File: src/rtl/ifm_wgt_feeder.sv
// Streams IFM pixels (with zero padding) and weights from two 1-cycle-latency SRAMs into the PE array.
// Optional protocol checker enabled by defining FEEDER_CHK_EN; otherwise feed_err is tied to 0.
module ifm_wgt_feeder #(
    parameter int IFM_SIZE    = 9,
    parameter int PAD         = 2,
    parameter int KERNEL_SIZE = 4,
    parameter int CI          = 3,
    parameter int CO          = 4,
    parameter int DATA_W      = 8,
    parameter int ADDR_W      = 16
) (
    input  logic              clk1,
    input  logic              rst,
    input  logic              start_conv,
    input  logic              end_conv,
    input  logic              set_ifm,
    input  logic              ifm_read,
    input  logic              wgt_read,
    output logic [ADDR_W-1:0] ifm_mem_addr,
    output logic              ifm_mem_rd,
    input  logic [DATA_W-1:0] ifm_mem_rdata,
    output logic [ADDR_W-1:0] wgt_mem_addr,
    output logic              wgt_mem_rd,
    input  logic [DATA_W-1:0] wgt_mem_rdata,
    output logic [DATA_W-1:0] ifm_pix,
    output logic              ifm_valid,
    output logic [DATA_W-1:0] wgt_out,
    output logic              wgt_valid,
    output logic              busy,
    output logic              feed_err
);

    localparam int NPIX = (IFM_SIZE - 2 * PAD) * (IFM_SIZE - 2 * PAD);
    localparam int NIFM = CI * NPIX;
    localparam int NWGT = KERNEL_SIZE * KERNEL_SIZE * CI * CO;
    localparam logic [ADDR_W-1:0] IFM_LAST = ADDR_W'(NIFM - 1);
    localparam logic [ADDR_W-1:0] WGT_LAST = ADDR_W'(NWGT - 1);

    typedef enum logic [1:0] {
        S_IDLE  = 2'd0,
        S_RUN   = 2'd1,
        S_DRAIN = 2'd2
    } state_t;

    state_t              state_reg;
    logic [ADDR_W-1:0]   ifm_addr_reg;
    logic [ADDR_W-1:0]   ifm_addr_next;
    logic [ADDR_W-1:0]   wgt_addr_reg;
    logic [ADDR_W-1:0]   wgt_addr_next;
    logic                ifm_valid_reg;
    logic                ifm_rd_d_reg;
    logic                wgt_valid_reg;
    logic [DATA_W-1:0]   wgt_hold_reg;
    logic                run;

    assign run        = (state_reg == S_RUN);
    assign ifm_mem_rd = run & set_ifm & ifm_read;
    assign wgt_mem_rd = run & wgt_read;

    assign ifm_mem_addr = ifm_addr_reg;
    assign wgt_mem_addr = wgt_addr_reg;

    // Counters only advance in RUN; outside RUN they are forced to 0, which clears
    // them on DRAIN->IDLE and guarantees a zero start for the next pass.
    always_comb begin
        ifm_addr_next = '0;
        wgt_addr_next = '0;
        if (run) begin
            ifm_addr_next = ifm_addr_reg;
            wgt_addr_next = wgt_addr_reg;
            if (ifm_mem_rd) begin
                ifm_addr_next = (ifm_addr_reg == IFM_LAST) ? '0 : ifm_addr_reg + ADDR_W'(1);
            end
            if (wgt_mem_rd) begin
                wgt_addr_next = (wgt_addr_reg == WGT_LAST) ? '0 : wgt_addr_reg + ADDR_W'(1);
            end
        end
    end

    always_ff @(posedge clk1 or posedge rst) begin
        if (rst) begin
            state_reg     <= S_IDLE;
            ifm_addr_reg  <= '0;
            wgt_addr_reg  <= '0;
            ifm_valid_reg <= 1'b0;
            ifm_rd_d_reg  <= 1'b0;
            wgt_valid_reg <= 1'b0;
            wgt_hold_reg  <= '0;
        end else begin
            case (state_reg)
                S_IDLE:  if (start_conv) state_reg <= S_RUN;
                S_RUN:   if (end_conv) state_reg <= S_DRAIN;
                S_DRAIN: state_reg <= S_IDLE;
                default: state_reg <= S_IDLE;
            endcase
            ifm_addr_reg  <= ifm_addr_next;
            wgt_addr_reg  <= wgt_addr_next;
            ifm_valid_reg <= run & set_ifm;
            ifm_rd_d_reg  <= ifm_mem_rd;
            wgt_valid_reg <= wgt_mem_rd;
            if (wgt_valid_reg) begin
                wgt_hold_reg <= wgt_mem_rdata;
            end
        end
    end

    // SRAM data returns one cycle after the strobe, so the output mux uses the delayed strobe.
    assign ifm_valid = ifm_valid_reg;
    assign ifm_pix   = ifm_rd_d_reg ? ifm_mem_rdata : '0;
    assign wgt_valid = wgt_valid_reg;
    assign wgt_out   = wgt_valid_reg ? wgt_mem_rdata : wgt_hold_reg;
    assign busy      = (state_reg != S_IDLE);

`ifdef FEEDER_CHK_EN
    logic feed_err_reg;
    logic err_set;

    // The end-of-pass check uses the post-read counter values, so ending on the
    // final read of a complete stream (both counters wrapping to 0) is legal.
    assign err_set = (run & ifm_read & ~set_ifm)
                   | ((state_reg == S_IDLE) & (set_ifm | ifm_read | wgt_read))
                   | (run & end_conv & ((ifm_addr_next != '0) | (wgt_addr_next != '0)));

    always_ff @(posedge clk1 or posedge rst) begin
        if (rst) begin
            feed_err_reg <= 1'b0;
        end else if (err_set) begin
            feed_err_reg <= 1'b1;
        end
    end

    assign feed_err = feed_err_reg;
`else
    assign feed_err = 1'b0;
`endif

endmodule

File: config.mk
export PLATFORM = sky130hd
export DESIGN_NAME = ifm_wgt_feeder
export DESIGN_NICKNAME = d
export VERILOG_FILES = /design/src/rtl/ifm_wgt_feeder.sv
export SDC_FILE = /design/constraint.sdc
export NUM_CORES = 1
export LEC_CHECK = 0
export ABC_AREA = 1
export BUFFER_PORTS_ARGS = -buffer_cell sky130_fd_sc_hd__buf_4
export CORE_ASPECT_RATIO = 1.75
export CORE_MARGIN = 5
export CORE_UTILIZATION = 40
export CTS_BUF_LIST = sky130_fd_sc_hd__clkbuf_8
export DETAILED_ROUTE_END_ITERATION = 16
export PLACE_DENSITY_LB_ADDON = 0.25
export SYNTH_ARGS = -nofsm -noshare
export SYNTH_HDL_FRONTEND = slang
export SYNTH_SLANG_ARGS = --single-unit
File: constraint.sdc
create_clock -name clk1 -period 2.2 [get_ports clk1]
set_input_delay 0.33 -clock clk1 [delete_from_list [all_inputs] [get_ports clk1]]
set_output_delay 0.33 -clock clk1 [all_outputs]
set_load 0.01 [all_outputs]
==> flow_metrics.tcl, run 1 <==
set metrics [dict create \
    layout_min_cycle_time_ps 1820 \
    vias_per_cell 4.93 \
    clock_path_buffers 2 \
    dr.pass1.iters 4 \
    die_h_um 117 \
    io_buffer_count 75 \
    use_met1_pct 18.4 \
    async_flop_share_pct 100 \
    setup_violations 0 \
    place_hpwl_mm 5.49 \
    grt_pass1_vias 2534 \
    hold_buffers 0 \
    crit_type "register to primary output" \
    io_pins 77 \
    numCtsBuffers 5 \
    diodes 0 \
    synth.most_common_cell "nand2_1" \
    cts-resized-gates 0 \
    syn_area_um2 2620 \
    yosysWarnings 0 \
    clkLatencyLatePin_ps 300 \
    fin_nets 453 \
    post-cts-setup-buffers 0 \
    syn_area_per_cell_um2 7.49 \
    clock-sinks 45 \
    cts_tree "yes" \
    layout-drive-gt1-share_pct 25.5 \
    postRouteAntennaNets 0 \
    synthTopCellsByArea "dfrtp_1 43%, nand2_1 15%, nor2_1 6.7%" \
    endpoint_kind "primary output" \
    use_met2_pct 35.0 \
    finalHoldViolCount 0 \
    antenna_found_initial 0 \
    cp_max_fo 11 \
    fin_worst_skew_ps 12.9 \
    cts_root_buf "clkbuf_8" \
    core_um2 6440 \
    gr-total-overflow 0 \
    worstPathArrival_ps 1490 \
    clk_pin_slew_ps 80 \
    seq_area_frac_synth_pct 43.0 \
    power_density_nw_per_um2 620 \
    p_leak_nw 1.70 \
    yosys.area.top_type "dfrtp_1" \
    max_freq_ghz 0.548 \
    htree_levels 2 \
    ys_ff_latch 45 \
    dieArea_um2 8340 \
    period_share_pct 82.9 \
    wl_per_cell_um 13.7 \
    outcome "finished clean" \
    routed_wl_mm 6.97 \
    drc 0 \
    grt_setup_unrepaired "no" \
    drtIter0Drc 115 \
    ir_worst_vdd_mv 0.324 \
    grt_max_degree 46 \
    cap_violations 0 \
    critPathLaunchType "register" \
    ys_types 32 \
    synthFlopType "dfrtp_1" \
    synth_edf_count 0 \
    syn_nets 376 \
    netlist_top_cells_count "107 x nand2_1, 47 x nor2_1, 45 x dfrtp_1, 42 x inv_1, 19 x nand3_1" \
    p_total_mw 2.07 \
    min_path_type "input pin to async pin" \
    chipWidth_um 71.2 \
    tightest_slew_ps 656 \
    start_util_pct 40.7 \
    num_vias 2513 \
    syn_inst 350 \
    grt_use_met3_pct 2.48 \
    synthToLayoutAreaGrowth_pct 27.5 \
    gp_congestion 0.950 \
    busiest_layer "met2" \
    grt_pass1_wl_mm 11.8 \
    slew_headroom_pct 56.3 \
    rows 39 \
    grt_usage_pct 17.9 \
    setup_tns_ps 0 \
    synth_top_area_share_pct 43.0 \
    finalMaxSlewViolations 0 \
    required_ps 1870 \
]
cell type report:
class,count,area [um2]
Fill cell,646,3100
Multi-Input combinational cell,254,1280
Sequential cell,45,1130
Timing Repair Buffer,77,578
Inverter,44,166
Tap cell,82,103
Clock buffer,5,68.8
Clock inverter,3,15.0
cells in the final DEF (no fill, tap or decap), types with 3 or more instances in the layout:
cell and instances:
mux2_2 8, o22ai_1 3, nand4_1 18, nand2_2 3, nor2_2 4, xor2_1 9, dfrtp_1 45, nor3_1 3
o21bai_1 5, nand3_1 19, nor2_1 47, buf_4 77, ha_1 3, nand2_1 107, o21ai_0 10, inv_1 43
clkbuf_8 5
power by group:
group          total (mW)  internal (mW)  switching [mW]
clock network       0.496          0.216           0.280
registers           0.978          0.926          0.0519
logic               0.596          0.269           0.327
total                2.07           1.41           0.659
kinds of logic after synthesis:
| logic type | synth area share, % |
|---|---|
| adder cells (fa/ha/maj) | 1.43 |
| multiplexers | 3.44 |
| buffers and inverters | 8.02 |
| AO/OA/AOI/OAI | 5.63 |
| flip-flops | 43.0 |
| other | 0.143 |
| AND/OR/NAND/NOR | 35.0 |
| XOR/XNOR | 3.34 |
through the flow:
stage	util (%)	worst slack [ps]	hold slack, ps	std cells	cell area [um2]
2_1_floorplan	-	802	436	350	2620
3_3_place_gp	50.6	633	481	502	3260
3_5_place_dp	50.6	612	487	502	3260
4_1_cts	51.9	352	189	510	3340
5_1_grt	51.9	252	232	510	3340
6_report	51.9	376	176	510	3340
worst max-delay path, stage by stage, from the launching register on:
cell and delay (ps):
dfrtp_1 350, inv_1 70, nor2_2 380, nand2_1 180, clkinv_2 110, buf_4 120
final timing paths:
kind | slack (ps) | endpoint | cells after the start | from
max | 380 | wgt_mem_rd | 5 | state_reg[0]$_DFFE_PP0P_
min | 180 | wgt_mem_addr[15]$_DFFE_PP0P_ | 3 | rst
max reg2reg | 620 | ifm_mem_addr[2]$_DFFE_PP0P_ | 6 | state_reg[0]$_DFFE_PP0P_
min reg2reg | 500 | wgt_hold_reg[2]$_DFF_PP0_ | 1 | wgt_hold_reg[2]$_DFF_PP0_
max in group asynchronous | 1630 | wgt_mem_addr[10]$_DFFE_PP0P_ | 3 | rst
min in group clk1 | 240 | state_reg[0]$_DFFE_PP0P_ | 2 | end_conv
per-layer routing:
metal / vias up / part of all wire, %
li1: 1263 / -
met1: 1174 / 35
met2: 55 / 58
met3: 21 / 3.4
met4: 0 / 3.4
met5: - / 0
No activity file was read; power rests on OpenSTA's default activity.
==> run 2: changes to the inputs <==
==> constraint.sdc (replaced) <==
create_clock -name clk1 -period 1.9 [get_ports clk1]
set_input_delay 0.285 -clock clk1 [delete_from_list [all_inputs] [get_ports clk1]]
set_output_delay 0.285 -clock clk1 [all_outputs]
set_load 0.01 [all_outputs]
==> run 2 against run 1 <==
- die area stayed put
- design area is 1.3% higher
- wire length is 6.0% higher
- setup slack worse by 200 ps
==> flow_metrics.tcl, run 2 (synthesized netlist as in run 1, its figures left out) <==
set metrics [dict create \
    outcome "finished clean" \
    final_common_cell "nand2_1" \
    fin_util_pct 52.5 \
    num_vias 2548 \
    tightest_slew_ps 519 \
    startpoint "state_reg[1]$_DFFE_PP0P_" \
    io_pins 77 \
    diodes 0 \
    rows 39 \
    postRouteAntennaNets 0 \
    drtIter0Drc 155 \
    p_leak_nw 1.72 \
    fillers 651 \
    grt_pass1_wl_mm 12.0 \
    period_share_pct 90.5 \
    synthToLayoutAreaGrowth_pct 29.1 \
    dpl-instance-area_um2 3290 \
    dieArea_um2 8340 \
    htree_levels 2 \
    finalHoldViolCount 0 \
    power_density_nw_per_um2 735 \
    die_h_um 117 \
    ir_worst_vdd_mv 0.495 \
    power_switching_mw 0.819 \
    fin_nets 456 \
    required_ps 1620 \
    clk_pin_slew_ps 90 \
    clock_power_share_pct 25.0 \
    slew_headroom_pct 65.3 \
    setup_tns_ps 0 \
    r2r-start "ifm_mem_addr[0]$_DFFE_PP0P_" \
    drc 0 \
    routed_wl_mm 7.38 \
    cp_max_fo 5 \
    layout-drive-gt1-share_pct 26.5 \
    crit_type "register to primary output" \
    chipWidth_um 71.2 \
    cap_violations 0 \
    layout_min_cycle_time_ps 1720 \
    finalMaxSlewViolations 0 \
    core_um2 6440 \
    place_hpwl_mm 5.88 \
    clock-sinks 45 \
    cts_root_buf "clkbuf_8" \
    min_path_type "input pin to async pin" \
    start_util_pct 40.7 \
    endpoint_kind "primary output" \
    intPower_mw 1.67 \
    numCtsBuffers 5 \
    regArea_um2 1130 \
    grt_usage_pct 18.5 \
    setup_violations 0 \
    gp_congestion 0.896 \
    vias_per_cell 4.97 \
    multi_input_area_um2 1280 \
    io_buffer_count 75 \
    clock_path_buffers 2 \
    grt_pass1_vias 2557 \
    hold_buffers 0 \
    seqPwrFrac_pct 45.6 \
    worstPathArrival_ps 1430 \
    r2r_end "ifm_mem_addr[14]$_DFFE_PP0P_" \
    clkLatencyLatePin_ps 300 \
    cts_tree "yes" \
    crit_end "ifm_mem_rd" \
    postLayoutCellArea_um2 3380 \
    r2r_cells 9 \
    dr.pass1.iters 4 \
    final_cell_mix "107 x nand2_1, 79 x buf_4, 47 x nor2_1" \
    fin_worst_skew_ps 4.94 \
    antenna_found_initial 0 \
    r2r_setup_slack_ps 390 \
    critPathLaunchType "register" \
    wl_per_cell_um 14.4 \
    swShare_pct 32.9 \
    max_freq_ghz 0.581 \
    grt_setup_unrepaired "no" \
    cts-resized-gates 0 \
    post-cts-setup-buffers 0 \
    grt_max_degree 26 \
    p_comb_share_pct 29.3 \
    gr-total-overflow 0 \
]
run 2: through the flow:
| step | setup WS, ps | hold WS (ps) | total power [mW] | instances |
|---|---|---|---|---|
| floorplan | 514 | 391 | 1.53 | 350 |
| global placement | 412 | 354 | 1.88 | 505 |
| detailed placement | 395 | 354 | 1.90 | 505 |
| CTS | 151 | 9.38 | 2.53 | 513 |
| global route | 61.3 | 23.4 | 2.63 | 513 |
| finish | 180 | 9.58 | 2.49 | 513 |
run 2: power by group through the flow:
stage	Sequential [mW]	Clock [mW]	Combinational, mW
floorplan	1.14	0	0.397
global placement	1.15	0	0.732
detailed placement	1.16	0	0.743
CTS	1.14	0.651	0.744
global route	1.15	0.690	0.793
finish	1.14	0.623	0.730
run 2: cell type report:
class | instances | area share [%]
repair buffers | 80 | 18.1
multi-input cells | 254 | 38.0
clock inverters | 3 | 0.665
inverters | 44 | 4.92
flip-flops and latches | 45 | 33.3
well taps | 82 | 3.03
clock buffers | 5 | 2.03
run 2: routing by layer:
layer	part of all wire (%)	track usage, %	vias up
met5	0	0	-
met4	3.5	9.54	0
met3	3.4	3.08	19
met2	59	37.0	66
met1	34	17.4	1190
li1	-	-	1273
run 2: worst min path at each step:
stage                         from                          end  slack [ps]  cells past startpoint
after floorplan           end_conv     state_reg[1]$_DFFE_PP0P_         390                      2
after global placement         rst  wgt_mem_addr[3]$_DFFE_PP0P_         350                      2
after CTS                      rst    wgt_hold_reg[3]$_DFF_PP0_           9                      2
after detailed placement       rst  wgt_mem_addr[3]$_DFFE_PP0P_         350                      2
final                          rst    wgt_hold_reg[3]$_DFF_PP0_          10                      2
after global routing           rst    wgt_hold_reg[4]$_DFF_PP0_          20                      2
run 2: worst max-delay path: stages, from the launching register on:
cell	delay, ps
dfrtp_1	400
inv_1	90
nand2_1	130
nor2_1	160
nand2_1	80
inv_1	130
buf_4	140
==> run 3: changes to the inputs <==
--- a/config.mk
+++ b/config.mk
@@ -12,7 +12,8 @@
 export CORE_UTILIZATION = 40
 export CTS_BUF_LIST = sky130_fd_sc_hd__clkbuf_8
 export DETAILED_ROUTE_END_ITERATION = 16
-export PLACE_DENSITY_LB_ADDON = 0.25
+export HOLD_SLACK_MARGIN = 0.05
+export PLACE_DENSITY_LB_ADDON = 0.2
 export SYNTH_ARGS = -nofsm -noshare
 export SYNTH_HDL_FRONTEND = slang
 export SYNTH_SLANG_ARGS = --single-unit
==> run 3 against run 2 <==
- setup slack improved by 22 ps
- clock skew increased by 11 ps
- total power increased by 0.40%
- sequential cell count unchanged
- die area unchanged
- sequential share of layout area decreased by 0.098 points
- clock power increased by 3%
- register-to-register slack got worse by 110 ps
- final cell count increased by 0.39%
- global-route usage decreased by 0.29 points
- maximum frequency increased by 1.3%
- design area increased by 0.30%
==> flow_metrics.tcl, run 3 (synthesized netlist as in run 1, its figures left out) <==
set metrics [dict create \
    fin_worst_skew_ps 15.7 \
    ir_worst_vdd_mv 0.385 \
    worstPathArrival_ps 1410 \
    io_pins 77 \
    postRouteAntennaNets 0 \
    clock_path_buffers 2 \
    gp_congestion 0.867 \
    power_density_nw_per_um2 736 \
    final_common_cell "nand2_1" \
    final_cell_mix "107 x nand2_1, 81 x buf_4, 47 x nor2_1" \
    rows 39 \
    r2r-start "wgt_mem_addr[0]$_DFFE_PP0P_" \
    required_ps 1620 \
    hold_start "end_conv" \
    crit_type "register to primary output" \
    highest_layer "met4" \
    slew_headroom_pct 63.5 \
    vias_per_cell 4.97 \
    cp_max_fo 9 \
    tightest_slew_ps 548 \
    layout-drive-gt1-share_pct 26.6 \
    dieArea_um2 8340 \
    setup_tns_ps 0 \
    min_path_type "input pin to register" \
    cts_root_buf "clkbuf_8" \
    post-cts-setup-buffers 0 \
    startpoint "wgt_valid$_DFF_PP0_" \
    drc 0 \
    critPathLaunchType "register" \
    start_util_pct 40.7 \
    grt_pass1_vias 2523 \
    fin_util_pct 52.7 \
    clk_pin_slew_ps 90 \
    period_share_pct 89.4 \
    wl_per_cell_um 14.3 \
    synthToLayoutAreaGrowth_pct 29.5 \
    io_buffer_count 75 \
    grt_usage_pct 18.2 \
    slowest_stage "dfrtp_1" \
    outcome "finished clean" \
    max_freq_ghz 0.589 \
    htree_levels 2 \
    regArea_um2 1130 \
    grt_max_degree 20 \
    wl_met2_mm 4.20 \
    path_cells "mux2_2 > buf_4" \
    cap_violations 0 \
    fin_nets 458 \
    grt_pass1_wl_mm 11.9 \
    numCtsBuffers 5 \
    p_leak_nw 1.73 \
    num_vias 2562 \
    grt_setup_unrepaired "no" \
    core_um2 6440 \
    clkLatencyLatePin_ps 300 \
    cts_tree "yes" \
    finalMaxSlewViolations 0 \
    layout_min_cycle_time_ps 1700 \
    diodes 0 \
    drt-met1-wl_mm 2.57 \
    die_h_um 117 \
    met3_length_um 268 \
    drtIter0Drc 142 \
    endpoint_kind "primary output" \
    antenna_found_initial 0 \
    crit_family "flip-flops" \
    place_hpwl_mm 5.83 \
    fillers 654 \
    dr.pass1.iters 4 \
    gr-total-overflow 0 \
    cpPeakStageDelay_ps 570 \
    finalHoldViolCount 0 \
    multi_input_area_um2 1280 \
    setup_violations 0 \
    routed_wl_mm 7.34 \
    chipWidth_um 71.2 \
    clock-sinks 45 \
    path_buf_inv 1 \
]
==> run 3: cell types whose count changed in the layout (fill, tap and decap cells not counted), sizes merged <==
cell | previous run | this run
clkbuf | 5 | 6
clkinv | 4 | 3
dlygate4sd3 | 0 | 1
buf | 80 | 81
==> run 3: final timing paths <==
| kind | to | slack (ps) | depth (start not counted) |
|---|---|---|---|
| setup / recovery | wgt_out[2] | 200 | 2 |
| hold / removal | state_reg[0]$_DFFE_PP0P_ | 190 | 2 |
| setup reg to reg | wgt_mem_addr[0]$_DFFE_PP0P_ | 280 | 6 |
| hold reg to reg | wgt_hold_reg[0]$_DFF_PP0_ | 510 | 1 |
| max in group asynchronous | wgt_mem_addr[10]$_DFFE_PP0P_ | 760 | 4 |
| min in group asynchronous | ifm_mem_addr[14]$_DFFE_PP0P_ | 550 | 3 |
==> run 3: metal layers <==
layer / GRT usage (%) / vias up
met4: 9.28 / 0
met1: 17.5 / 1194
met5: 0 / -
li1: - / 1273
met2: 36.0 / 72
met3: 3.25 / 23
==> run 3: timing repair <==
item,4_1_cts,5_1_grt
gates resized for setup,0,0
hold buffers,1,0
hold endpoints to repair,17,0
==> run 3: through the flow <==
step           worst slack, ps  cells  hold WS [ps]  power [mW]  instance area [um2]
2_1_floorplan              514    350           391        1.53                 2620
3_3_place_gp               310    506           316        1.88                 3290
3_5_place_dp               291    506           325        1.89                 3290
4_1_cts                    170    515           192        2.53                 3390
5_1_grt                   90.4    515           184        2.64                 3390
6_report                   202    515           193        2.50                 3390
==> run 3: area by class of cell <==
class | instances | area share (%)
well taps | 82 | 3.02
clock inverters | 2 | 0.405
repair buffers | 82 | 18.2
multi-input cells | 254 | 37.9
inverters | 44 | 4.90
clock buffers | 6 | 2.43
flip-flops and latches | 45 | 33.2
==> run 3: where the power goes <==
group / internal [mW] / switching, mW
sequential: 1.07 / 0.0605
clock: 0.296 / 0.346
combinational: 0.336 / 0.388
